### config.mk
export PLATFORM = sky130hd
export DESIGN_NAME = mixcolumns_col_flat
export DESIGN_NICKNAME = d
export VERILOG_FILES = /design/src/rtl/mixcolumns_col_if.sv /design/src/rtl/mixcolumns_col.sv /design/src/flat_wrapper.sv
export SDC_FILE = /design/constraint.sdc
export NUM_CORES = 1
export LEC_CHECK = 0
export BUFFER_PORTS_ARGS = -buffer_cell sky130_fd_sc_hd__buf_2
export CAP_MARGIN = 5
export CORE_AREA = 8 8 78 114
export DETAILED_ROUTE_END_ITERATION = 8
export DIE_AREA = 0 0 86 122
export PLACE_DENSITY = 0.85
export SLEW_MARGIN = 20
export SYNTH_ARGS = -nofsm -noshare
export SYNTH_HDL_FRONTEND = slang
export SYNTH_SLANG_ARGS = --single-unit
### constraint.sdc
create_clock -name clk -period 3.9 [get_ports clk]
set_input_delay 0.195 -clock clk [delete_from_list [all_inputs] [get_ports clk]]
set_output_delay 0.195 -clock clk [all_outputs]
set_load 0.02 [all_outputs]
### src/rtl/mixcolumns_col_if.sv
// Start/ready handshake bundle for the MixColumns column stage.
// The master drives a column in; the slave returns the mixed column with a ready pulse.
interface mixcolumns_col_if;
  logic        start_i;
  logic        decrypt_i;
  logic [31:0] data_i;
  logic        ready_o;
  logic [31:0] data_o;
  logic        busy_o;

  modport master (
    output start_i, decrypt_i, data_i,
    input  ready_o, data_o, busy_o
  );

  modport slave (
    input  start_i, decrypt_i, data_i,
    output ready_o, data_o, busy_o
  );
endinterface

### src/rtl/mixcolumns_col.sv
// AES MixColumns / InvMixColumns on one 32-bit column, one output byte per clock.
// Optional macro MIXCOLUMNS_INVERSE_EN builds the inverse transform selected by decrypt_i.
module mixcolumns_col #(
  parameter int HOLD_OUTPUT = 1
) (
  input logic             clk,
  input logic             reset,
  mixcolumns_col_if.slave bus
);

  typedef enum logic {IDLE, CALC} state_t;

  state_t           state;
  logic [1:0]       cnt;
  logic [0:3][7:0]  a;
  logic [23:0]      partial;
  logic [3:0][7:0]  op;
  logic [3:0][7:0]  d2;
  logic [7:0]       fwd_byte;
  logic [7:0]       b_byte;

  function automatic logic [7:0] xtime(input logic [7:0] x);
    return {x[6:0], 1'b0} ^ (x[7] ? 8'h1B : 8'h00);
  endfunction

  // Rotating the operands by cnt lets each row reuse the row-0 coefficient set.
  always_comb begin
    for (int k = 0; k < 4; k++) begin
      op[k] = a[2'(cnt + 2'(k))];
      d2[k] = xtime(op[k]);
    end
    fwd_byte = d2[0] ^ d2[1] ^ op[1] ^ op[2] ^ op[3];
  end

`ifdef MIXCOLUMNS_INVERSE_EN
  logic             mode;
  logic [3:0][7:0]  d4;
  logic [3:0][7:0]  d8;
  logic [7:0]       inv_byte;

  // Inverse coefficients 14, 11, 13, 9 decomposed into the 8x/4x/2x/1x terms.
  always_comb begin
    for (int k = 0; k < 4; k++) begin
      d4[k] = xtime(d2[k]);
      d8[k] = xtime(d4[k]);
    end
    inv_byte = (d8[0] ^ d4[0] ^ d2[0]) ^
               (d8[1] ^ d2[1] ^ op[1]) ^
               (d8[2] ^ d4[2] ^ op[2]) ^
               (d8[3] ^ op[3]);
    b_byte   = mode ? inv_byte : fwd_byte;
  end

  always_ff @(posedge clk) begin
    if (!reset) begin
      mode <= 1'b0;
    end else if (state == IDLE && bus.start_i) begin
      mode <= bus.decrypt_i;
    end
  end
`else
  assign b_byte = fwd_byte;
`endif

  // Bytes b0..b2 collect in partial; the fourth byte completes the column directly.
  always_ff @(posedge clk) begin
    if (!reset) begin
      state       <= IDLE;
      cnt         <= 2'd0;
      a           <= '0;
      partial     <= '0;
      bus.ready_o <= 1'b0;
      bus.data_o  <= '0;
      bus.busy_o  <= 1'b0;
    end else begin
      bus.ready_o <= 1'b0;
      if (HOLD_OUTPUT == 0 && bus.ready_o) begin
        bus.data_o <= '0;
      end
      case (state)
        IDLE: begin
          if (bus.start_i) begin
            a          <= bus.data_i;
            cnt        <= 2'd0;
            state      <= CALC;
            bus.busy_o <= 1'b1;
          end
        end
        CALC: begin
          cnt     <= cnt + 2'd1;
          partial <= {partial[15:0], b_byte};
          if (cnt == 2'd3) begin
            bus.data_o  <= {partial, b_byte};
            bus.ready_o <= 1'b1;
            bus.busy_o  <= 1'b0;
            state       <= IDLE;
          end
        end
        default: state <= IDLE;
      endcase
    end
  end

endmodule
### src/flat_wrapper.sv
// flat-port wrapper written by rule: the top's interface ports become plain ports
module mixcolumns_col_flat 
#(
  parameter int HOLD_OUTPUT = 1
)
  (clk, reset, bus_start_i, bus_decrypt_i, bus_data_i, bus_ready_o, bus_data_o, bus_busy_o);
  mixcolumns_col_if bus_i ();
  input logic clk;
  input logic reset;
  input wire logic [$bits(bus_i.start_i)-1:0] bus_start_i;
  input wire logic [$bits(bus_i.decrypt_i)-1:0] bus_decrypt_i;
  input wire logic [$bits(bus_i.data_i)-1:0] bus_data_i;
  output wire logic [$bits(bus_i.ready_o)-1:0] bus_ready_o;
  output wire logic [$bits(bus_i.data_o)-1:0] bus_data_o;
  output wire logic [$bits(bus_i.busy_o)-1:0] bus_busy_o;
  assign bus_i.start_i = bus_start_i;
  assign bus_i.decrypt_i = bus_decrypt_i;
  assign bus_i.data_i = bus_data_i;
  assign bus_ready_o = bus_i.ready_o;
  assign bus_data_o = bus_i.data_o;
  assign bus_busy_o = bus_i.busy_o;
  mixcolumns_col #(.HOLD_OUTPUT(HOLD_OUTPUT)) u_core (.clk(clk), .reset(reset), .bus(bus_i));
endmodule
== Yosys cells after proc, flatten, opt, wreduce, memory -nomap -nowiden ==
Cells that the tools add are included.
Storage, ports and cells
  register bits after elaboration: 93
  word-level logic and storage cells: 58
Operators by class
  $add $sub $neg: 3
  $lt $le $gt $ge: 4
  eq/ne operators: 3
  mux-type cells: 23
  bitwise logic cells: 11
  reductions and logical operators: 4
Operator list (number)
  binary-select mux 8 bit (select 2 bit): 4
  two-way mux 8 bit: 8
  bitwise XOR 8 bit: 6
  greater-or-equal comparator 3 bit, second input constant: 4
  NOT 2 -> 3 bit: 4
  two-way mux 5 bit: 2
  AND reduction 2 bit: 4
  two-way mux 1 bit: 5
  adder 2 bit, second input constant: 2
  != test 2 bit, second input constant: 2
  one-hot mux 1 bit (2 select lines): 2
  one-hot mux 2 bit (2 select lines): 1
  adder 2 x 1 -> 2 bit, second input constant: 1
  == test 2 bit, second input constant: 1
  two-way mux 2 bit: 1
  NOT 1 bit: 1

== Depth between registers and ports, before layout ==
Gate-level depths: netlist of the first run.
  depth in word-level cells: 11
  gate-level depth with buffers: 7

== Worst setup path after synthesis of the first run ==
No wires, ideal clock.
  path type: register to register
  start: register u_core.cnt[1]
  end: register u_core.partial[3]
  setup time: 0.115 ns
  arrival: 2.197 ns
  path slack: 1.587 ns
  stages on the path, launching flop included: 6
  cells stage by stage: dfxtp_1 ha_1 mux4_2 xnor3_2 xnor3_1 a31o_1
Between the ends
  longest elaborated chain between the ends: 11
  elaborated cells on any way between the ends: 27
  classes of those cells: add/sub: 3; mux: 14; bitwise: 10
RTL lines
  start, declared: line mixcolumns_col.sv:14  | logic [1:0] cnt;
  start signal, assigned: line mixcolumns_col.sv:90  | cnt <= cnt + 2'd1;
  adder 2 x 1 -> 2 bit: line mixcolumns_col.sv:29  | op[k] = a[2'(cnt + 2'(k))];
  NOT 2 -> 3 bit (implied by the code): line mixcolumns_col.sv:29
  binary-select mux 8 bit (select 2 bit): line mixcolumns_col.sv:29
  two-way mux 8 bit (implied by the code) (2 in series): line mixcolumns_col.sv:29
  two-way mux 5 bit: line mixcolumns_col.sv:23  | return {x[6:0], 1'b0} ^ (x[7] ? 8'h1B : 8'h00);
  bitwise XOR 8 bit: line mixcolumns_col.sv:23
  bitwise XOR 8 bit (3 in series): line mixcolumns_col.sv:32  | fwd_byte = d2[0] ^ d2[1] ^ op[1] ^ op[2] ^ op[3];
  bitwise XOR 8 bit *: line mixcolumns_col.sv:32
  end signal, assigned: line mixcolumns_col.sv:91  | partial <= {partial[15:0], b_byte};
  end, declared: line mixcolumns_col.sv:16  | logic [23:0] partial;
Every way passes the cells marked *; elsewhere a longest branch is shown, timed or not. The select of a mux whose other input is x is not followed.
A chain may end at the register's enable or synchronous reset.

== Worst setup path after layout of the first run ==
  start: register u_core.cnt[0]
  end: register u_core.partial[4]
The elaborated chain is that of the path after synthesis.

==> results of run 1 <==
==> worst max-delay path, cell delays in order, from the launching register on <==
cell	delay, ps
dfxtp_1	320
ha_1	690
mux4_2	640
xnor3_2	380
xnor3_1	410
a31o_1	230
==> how the worst max path moves through the flow <==
stage | startpoint | slack, ps | end | cells past startpoint
finish | u_core.cnt[0]$_SDFFE_PN0P_ | 1120 | u_core.partial[4]$_SDFFE_PN0P_ | 5
floorplan | u_core.cnt[1]$_SDFFE_PN0P_ | 1590 | u_core.partial[3]$_SDFFE_PN0P_ | 5
CTS | u_core.cnt[0]$_SDFFE_PN0P_ | 1100 | u_core.bus.data_o[1]$_SDFFE_PN0P_ | 5
global placement | u_core.cnt[0]$_SDFFE_PN0P_ | 1160 | u_core.partial[4]$_SDFFE_PN0P_ | 5
detailed placement | u_core.cnt[0]$_SDFFE_PN0P_ | 1100 | u_core.partial[3]$_SDFFE_PN0P_ | 5
global route | u_core.cnt[0]$_SDFFE_PN0P_ | 990 | u_core.partial[4]$_SDFFE_PN0P_ | 5
==> registers in the layout (all words and copies together) (netlist names) <==
register	cells
u_core.a	32
u_core.bus.busy_o	1
u_core.bus.data_o	32
u_core.bus.ready_o	1
u_core.cnt	2
u_core.partial	24
u_core.state	1
==> layout make-up <==
cell class	count	area, um2
sequential	93	1860
inverter	4	15.0
timing repair buffer	73	378
clock buffer	11	131
fill	553	2440
multi-input combinational	265	2170
tap	100	125
clock inverter	5	61.3
==> routing by layer <==
metal  share of wire  routed length [um]  global-route usage  vias to the layer above
li1                -                   -                   -                     1482
met1            0.40                3490               0.192                     1434
met2            0.51                4460               0.302                       97
met3           0.058                 503              0.0479                       20
met4           0.030                 260              0.0980                        0
met5               0                   0                   0                        -
==> cell usage in the layout (no fill, tap or decap) <==
master | Yosys | routed
dfxtp_1 | 93 | 93
nand2_1 | 68 | 68
buf_2 | 1 | 68
a21oi_1 | 36 | 35
a22o_1 | 28 | 28
mux4_2 | 22 | 22
nor2_1 | 22 | 22
mux2i_1 | 21 | 21
xnor2_1 | 21 | 21
xor2_1 | 15 | 15
clkbuf_8 | 0 | 9
xnor3_1 | 7 | 7
buf_4 | 0 | 5
a211oi_1 | 4 | 4
inv_1 | 3 | 3
o21ai_1 | 3 | 3
and3_1 | 3 | 3
a31o_1 | 3 | 3
clkinvlp_4 | 0 | 3
xnor3_2 | 2 | 2
o21a_1 | 2 | 2
clkbuf_1 | 19 | 2
a21oi_2 | 0 | 1
nand3_1 | 1 | 1
inv_2 | 1 | 1
a311oi_1 | 1 | 1
o21ai_0 | 1 | 1
o21ba_1 | 1 | 1
nor2b_4 | 0 | 1
nor3_1 | 1 | 1
nor3b_1 | 1 | 1
ha_1 | 1 | 1
clkinv_4 | 0 | 1
bufinv_16 | 0 | 1
==> logic make-up (layout without fill, tap and decap cells) <==
kind of cell / Yosys count / count (layout) / share of synthesized area
AOI/OAI and AO/OA: 79 / 79 / 0.129
xor gates and xnor gates: 45 / 45 / 0.125
adders and majority gates: 1 / 1 / 0.00300
buffers and inverters: 33 / 93 / 0.0355
DFF: 93 / 93 / 0.447
muxes: 43 / 43 / 0.169
and+or+nand+nor: 97 / 97 / 0.0913
==> power breakdown <==
part	total, mW	internal [mW]	switching, mW
clock	0.626	0.297	0.328
combinational	0.307	0.172	0.135
sequential	1.04	0.987	0.0522
==> impl_metrics.yaml, run 1 <==
status:
  status: "finished, final reports clean"
cts:
  cts_tree: "done"
  postCtsHoldBufs: 0
  cts_made_buffers: 9
  clk_latency_ps: 370
  cts_resized: 0
  cts.sink_count: 93
  htreeDepth: 3
  root_buffer: "clkbuf_8"
  cts.clk_slew.worst_paths_ps: 90
  cts_buffer_depth: 2
  cts_setup_buffers: 0
pwr:
  total_power_mw: 1.97
  p_per_area_nw_per_um2: 416
  power_leakage_nw: 2.04
  max-vdd-ir-drop_uv: 316
flow_run:
  maxCapViolCount: 0
placed_design:
  dp.final_hpwl_um: 6270
  dp_cells: 535
  routabilityCongestion: 0.805
  pre_cts_ws_ps: 1100
  portBuffers: 68
  placed_area_um2: 4540
floorplan:
  start_util: 0.580
  design.core.area_um2: 7180
  die-area_um2: 10500
  die_w_um: 86
  die_h_um: 122
  io_pins: 70
  placement_rows: 38
sta:
  hold_viol: 0
  finalClockSkew_ps: 10.3
  setup_tns_ps: 0
  max_slew_margin: 0.356
  setup_viol: 0
  finalCritPeriodShare: 0.712
  fmax_ghz: 0.360
  period_needed_ps: 2780
  rsz0062_at_grt: "no"
  tightest_slew_ps: 965
  slew_viol_final: 0
  hold_slack_ps: 49.6
  fin_ws_ps: 1120
synthesis:
  synth_edf_count: 0
  synthTopCellsByArea: "dfxtp_1, mux4_2, nand2_1"
  synth-seq-cells: 93
  ys_types: 30
  synth.avg_cell_area_um2: 10.6
  yosysWarningCount: 0
  syn_nets: 428
  synthCells: 391
  post-synth-top-count-cell: "dfxtp_1"
  netlist_top_cells_count: "dfxtp_1, nand2_1, a21oi_1"
  ys.flop_type: "dfxtp_1"
  ys_seq_area_frac: 0.447
  yosysTopAreaCellShare: 0.447
  synth_async_sr_flop_share: 0
  syn_area_um2: 4160
  yosysTopAreaCell: "dfxtp_1"
min_path:
  min_to: "u_core.a[4]$_SDFFE_PN0P_"
  min_path_cells: 3
  hp-class: "in -> reg"
  worstHoldStart: "bus_data_i[4]"
final_layout:
  nNetsFinal: 483
  final_cells: 551
  finish.utilization: 0.660
  diodes: 0
  final_area_um2: 4740
  area_growth_syn_to_layout_pct: 13.8
  drive_above_1_share: 0.253
route:
  routed_wl_um: 8710
  routedWlPerCell_um: 15.8
  drc_errors: 0
  drtPass1Iterations: 5
  drtIter0Drc: 86
  vias: 3033
  ant_nets: 0
  vias_per_cell: 5.50
critical_path:
  crit_fanout: 12
  ff2ff_setup_slack_ps: 1120
  path_class: "reg -> reg"
  cp-start-kind: "flip-flop"
  cp-end-kind: "flip-flop"
  critPathRequiredTime_ps: 4170
  timing.rr.end: "u_core.partial[4]$_SDFFE_PN0P_"
  reg2reg_depth: 5
  cp.arrival_ps: 3040
  r2r_start: "u_core.cnt[0]$_SDFFE_PN0P_"
grt:
  track_usage: 0.176
  grt_max_degree: 56
  grt_pass1_vias: 2988
  antenna_found_initial: 0
  overflow: 0
  grt_pass1_wl_um: 14500
Power figures use the tool's default switching activity.
==> run 2: changes to the inputs <==
ABC_AREA = 1   (was unset)
CORE_AREA = 8 8 82 121   (was 8 8 78 114)
DIE_AREA = 0 0 90 129   (was 0 0 86 122)
PLACE_DENSITY = 0.81   (was 0.85)
clock period = 2.7 ns   (was 3.9 ns; I/O delays follow)
==> run 2 against run 1 <==
Total power increased by 85%. Clock skew decreased by 6.5 ps. Clock power increased by 120%. Global-route usage increased by 1.9 points.
==> impl_metrics.yaml, run 2 <==
floorplan:
  die_w_um: 90
  die_h_um: 129
  design.core.area_um2: 8210
  placement_rows: 41
  die-area_um2: 11600
  io_pins: 70
  start_util: 0.551
critical_path:
  max_stage_delay_ps: 440
  cp-start-kind: "flip-flop"
  cp.arrival_ps: 2440
  cp_common_cell: "nand2_1"
  crit_path_start: "u_core.cnt[0]$_SDFFE_PN0P_"
  path_class: "reg -> reg"
  reg2reg_depth: 13
  r2r_start: "u_core.cnt[0]$_SDFFE_PN0P_"
  crit_fanout: 21
  critPathRequiredTime_ps: 2950
  cp-end-kind: "flip-flop"
  cp_slowest_cell: "inv_1"
  path_cells: "ha_1, inv_1, nand3_1, nand2_1, nand2_1, nand2_1, nand2_1, nand2_1, nand2_1, nand3_1, nand3_1, nand2_1, inv_1"
final_layout:
  fill_cells: 772
  layout_commonest_cell: "nand2_1"
  final_cells: 843
  nNetsFinal: 768
  top_regs: "u_core.a: 32 flops, u_core.bus.data_o: 32 flops, u_core.partial: 24 flops"
  diodes: 0
  area_growth_syn_to_layout_pct: 15.3
  drive_above_1_share: 0.130
  layout_common_cells: "nand2_1, o21ai_0, dfxtp_1"
sta:
  slew_viol_final: 0
  hold_viol: 0
  max_slew_margin: 0.557
  period_needed_ps: 2190
  rsz0062_at_grt: "no"
  fmax_ghz: 0.457
  finalCritPeriodShare: 0.811
  tightest_slew_ps: 664
  finalClockSkew_ps: 3.87
  setup_tns_ps: 0
  setup_viol: 0
synthesis:
  synth.avg_cell_area_um2: 6.63
  synthTopCellsByArea: "dfxtp_1, nand2_1, o21ai_0"
  syn_area_um2: 4520
  synth_edf_count: 0
  yosysTopAreaCell: "dfxtp_1"
  synth_async_sr_flop_share: 0
  yosysWarningCount: 0
  yosysTopAreaCellShare: 0.412
  synth-seq-cells: 93
  post-synth-top-count-cell: "nand2_1"
  syn_nets: 719
  synthCells: 682
  ys.flop_type: "dfxtp_1"
  ys_seq_area_frac: 0.412
  ys_types: 21
  netlist_top_cells_count: "nand2_1, o21ai_0, dfxtp_1"
grt:
  overflow: 0
  track_usage: 0.195
  antenna_found_initial: 0
  grt_pass1_wl_um: 18800
  grt_max_degree: 68
  grt_pass1_vias: 4316
pwr:
  p_per_area_nw_per_um2: 700
  total_power_mw: 3.64
  max-vdd-ir-drop_uv: 401
  power_leakage_nw: 2.53
placed_design:
  portBuffers: 68
  dp_cells: 827
  dp.final_hpwl_um: 7960
  routabilityCongestion: 0.941
cts:
  root_buffer: "clkbuf_16"
  htreeDepth: 3
  cts_resized: 0
  postCtsHoldBufs: 0
  cts.clk_slew.worst_paths_ps: 70
  cts_tree: "done"
  cts_setup_buffers: 0
  clk_latency_ps: 340
  cts_buffer_depth: 2
  cts.sink_count: 93
  cts_made_buffers: 9
status:
  status: "finished, final reports clean"
min_path:
  worstHoldStart: "bus_data_i[16]"
  min_path_cells: 3
  hp-class: "in -> reg"
route:
  drc_errors: 0
  drt-met1-wl_um: 4560
  wl_met3_um: 595
  wl_met2_um: 5560
  routed_wl_um: 11000
  vias: 4487
  drtIter0Drc: 237
  top_layer_used: "met4"
  ant_nets: 0
  routedWlPerCell_um: 13.1
  drtPass1Iterations: 5
  vias_per_cell: 5.32
flow_run:
  maxCapViolCount: 0
## run 2: cell types whose count changed in the layout (fill, tap and decap cells not counted), sizes merged, moves of 16 or more
cell,change
inv,+62
nand2,+144
nand3,+41
nor2,+16
mux2i,-21
xnor2,-17
o21ai,+114
mux4,-22
## run 2: kinds of logic (layout without fill, tap and decap cells)
logic type,after synthesis,after routing,share of synthesized area
flops,93,93,0.412
simple gates,293,293,0.256
fa+ha+maj,1,1,0.00277
buf+inv,104,158,0.0952
xor+xnor,9,9,0.0174
compound gates,182,182,0.217
## run 2: metal layers
metal  vias to the layer above  GRT usage
met4                         0     0.0965
met2                       127      0.353
met5                         -          0
met1                      2033      0.200
li1                       2306          -
met3                        21     0.0589
## run 2: final cells by class
| class | instances | area, um2 | share of cell area |
|---|---|---|---|
| Multi-Input combinational cell | 485 | 2230 | 0.428 |
| Tap cell | 107 | 134 | 0.0257 |
| Inverter | 65 | 244 | 0.0468 |
| Clock inverter | 6 | 91.3 | 0.0175 |
| Sequential cell | 93 | 1860 | 0.358 |
| Timing Repair Buffer | 77 | 408 | 0.0783 |
| Clock buffer | 10 | 239 | 0.0459 |
## run 2: stage by stage
| stage | worst slack (ps) | util | hold WS (ps) | area, um2 |
|---|---|---|---|---|
| floorplan | 859 | - | 270 | 4520 |
| global placement | 570 | 0.594 | 360 | 4880 |
| detailed placement | 491 | 0.594 | 369 | 4880 |
| CTS | 505 | 0.635 | 4.76 | 5210 |
| global route | 260 | 0.635 | 27.3 | 5210 |
| finish | 510 | 0.635 | 13.0 | 5210 |
## run 2: worst paths after layout
| path | to | slack, ps |
|---|---|---|
| setup / recovery | u_core.partial[3]$_SDFFE_PN0P_ | 510 |
| setup reg to reg | u_core.partial[3]$_SDFFE_PN0P_ | 510 |
| hold / removal | u_core.a[16]$_SDFFE_PN0P_ | 10 |
| hold reg to reg | u_core.bus.data_o[0]$_SDFFE_PN0P_ | 450 |
## run 2: critical path: cells and delay by family, from the launching register on
family	cells	cell delay [ps]
buf+inv	2	480
flops	1	330
fa+ha+maj	1	300
simple gates	10	970
## run 2: where the power goes
group | total, mW | switching, mW | internal, mW
logic | 0.759 | 0.507 | 0.253
registers | 1.50 | 0.0462 | 1.45
clock network | 1.39 | 0.546 | 0.843
total | 3.64 | 1.10 | 2.55
==> run 3: changes to the inputs <==
ABC_AREA = 0   (was 1)
CORE_AREA = 8 8 84 123   (was 8 8 82 121)
DIE_AREA = 0 0 92 131   (was 0 0 90 129)
PLACE_DENSITY = 0.77   (was 0.81)
clock period = 1.8 ns   (was 2.7 ns; I/O delays follow)
==> run 3 against run 2 <==
The flow now finishes with violations (setup timing). Critical path depth is 7 lower. Worst setup slack got worse by 920 ps. Final area increased by 5.0%.
==> impl_metrics.yaml, run 3 (synthesis gave the netlist of run 1 again) <==
grt:
  grt_max_degree: 34
  track_usage: 0.168
  overflow: 0
  grt_pass1_wl_um: 16100
  antenna_found_initial: 0
  grt_pass1_vias: 3299
status:
  violations: "setup timing"
  status: "complete, but fails checks"
critical_path:
  timing.rr.end: "u_core.partial[1]$_SDFFE_PN0P_"
  crit_fanout: 4
  reg2reg_depth: 6
  cp_top_family: "XOR/XNOR gates"
  critPathRequiredTime_ps: 2040
  path_buf_inv: 1
  path_class: "reg -> reg"
  cp-start-kind: "flip-flop"
  max_stage_delay_ps: 500
  cp_slowest_cell: "mux4_2"
  cp-end-kind: "flip-flop"
  ff2ff_setup_slack_ps: -410
  cp.arrival_ps: 2440
  path_cells: "ha_4, buf_6, mux4_2, xnor3_2, xnor3_1, o21ba_1"
  r2r_start: "u_core.cnt[0]$_SDFFE_PN0P_"
final_layout:
  final_area_um2: 5470
  finish.utilization: 0.635
  diodes: 0
  drive_above_1_share: 0.296
  layout_commonest_cell: "dfxtp_1"
  area_growth_syn_to_layout_pct: 31.3
  nNetsFinal: 542
  layout_common_cells: "dfxtp_1, nand2_1, buf_2"
  top_regs: "u_core.a: 32 flops, u_core.bus.data_o: 32 flops, u_core.partial: 24 flops"
min_path:
  min_to: "u_core.state$_SDFF_PN0_"
  min_path_cells: 2
  hp-class: "in -> reg"
  worstHoldStart: "bus_start_i"
route:
  vias_per_cell: 5.22
  drtIter0Drc: 150
  drc_errors: 0
  drtPass1Iterations: 4
  routed_wl_um: 9780
  ant_nets: 0
  vias: 3235
  routedWlPerCell_um: 15.8
flow_run:
  maxCapViolCount: 0
sta:
  fin_ws_ps: -407
  finalClockSkew_ps: 7.67
  setup_viol: 16
  rsz0062_at_grt: "yes"
  fmax_ghz: 0.453
  tightest_slew_ps: 715
  slew_viol_final: 0
  finalCritPeriodShare: 1.23
  hold_viol: 0
  max_slew_margin: 0.522
  period_needed_ps: 2210
placed_design:
  routabilityCongestion: 0.815
  portBuffers: 68
  placed_area_um2: 4740
  dp.final_hpwl_um: 6750
floorplan:
  io_pins: 70
  die_w_um: 92
  die_h_um: 131
  placement_rows: 42
  start_util: 0.483
  die-area_um2: 12100
  design.core.area_um2: 8620
cts:
  root_buffer: "clkbuf_16"
  cts_tree: "done"
  cts.sink_count: 93
  cts.clk_slew.worst_paths_ps: 70
  cts_made_buffers: 9
  cts_buffer_depth: 2
  clk_latency_ps: 350
  htreeDepth: 3
pwr:
  p_per_area_nw_per_um2: 884
  max-vdd-ir-drop_uv: 711
  power_leakage_nw: 2.38
[run 3: where the power goes]
| part | switching (mW) | leakage, nW | total [mW] | internal (mW) |
|---|---|---|---|---|
| Clock | 0.813 | 0.138 | 1.76 | 0.949 |
| Combinational | 0.346 | 1.49 | 0.834 | 0.487 |
| Sequential | 0.0985 | 0.758 | 2.24 | 2.14 |
[run 3: cell type report]
| cell class | count | area (um2) |
|---|---|---|
| Fill cell | 675 | 3150 |
| Tap cell | 110 | 138 |
| Inverter | 4 | 15.0 |
| Multi-Input combinational cell | 265 | 2210 |
| Clock buffer | 10 | 229 |
| Clock inverter | 6 | 45.0 |
| Sequential cell | 93 | 1870 |
| Timing Repair Buffer | 132 | 965 |
[run 3: per-stage QoR]
| step | hold slack, ps | std cells | power (mW) | setup TNS, ps | setup slack (ps) |
|---|---|---|---|---|---|
| 2_1_floorplan | 200 | 391 | 2.82 | -2930 | -353 |
| 3_3_place_gp | 330 | 565 | 2.97 | -2720 | -329 |
| 3_5_place_dp | 336 | 565 | 3.00 | -3380 | -371 |
| 4_1_cts | 25.8 | 619 | 4.84 | -3540 | -387 |
| 5_1_grt | 36.5 | 620 | 5.03 | -4830 | -463 |
| 6_report | 39.6 | 620 | 4.83 | -4170 | -407 |
[run 3: how the worst max path moves through the flow]
stage,cells after the start,end,from,slack [ps]
after floorplan,6,u_core.bus.data_o[1]$_SDFFE_PN0P_,u_core.cnt[1]$_SDFFE_PN0P_,-350
after global placement,5,u_core.partial[3]$_SDFFE_PN0P_,u_core.cnt[1]$_SDFFE_PN0P_,-330
after detailed placement,5,u_core.partial[4]$_SDFFE_PN0P_,u_core.cnt[1]$_SDFFE_PN0P_,-370
after CTS,6,u_core.bus.data_o[1]$_SDFFE_PN0P_,u_core.cnt[1]$_SDFFE_PN0P_,-390
after global routing,6,u_core.partial[1]$_SDFFE_PN0P_,u_core.cnt[0]$_SDFFE_PN0P_,-460
final,6,u_core.partial[1]$_SDFFE_PN0P_,u_core.cnt[0]$_SDFFE_PN0P_,-410
[run 3: timing repair]
action / 4_1_cts / 5_1_grt
hold buffers: 32 / 0
setup buffers: 6 / 2
pin swaps: 6 / 4
hold endpoints to repair: 32 / 0
resized for setup: 9 / 7
cloned: 0 / 0
endpoints found under the setup margin: 14 / 16
[run 3: layer usage]
layer | global-route usage | part of all wire | vias to the layer above
li1 | - | - | 1605
met1 | 0.184 | 0.40 | 1534
met2 | 0.292 | 0.52 | 80
met3 | 0.0492 | 0.057 | 16
met4 | 0.0829 | 0.021 | 0
met5 | 0 | 0 | -
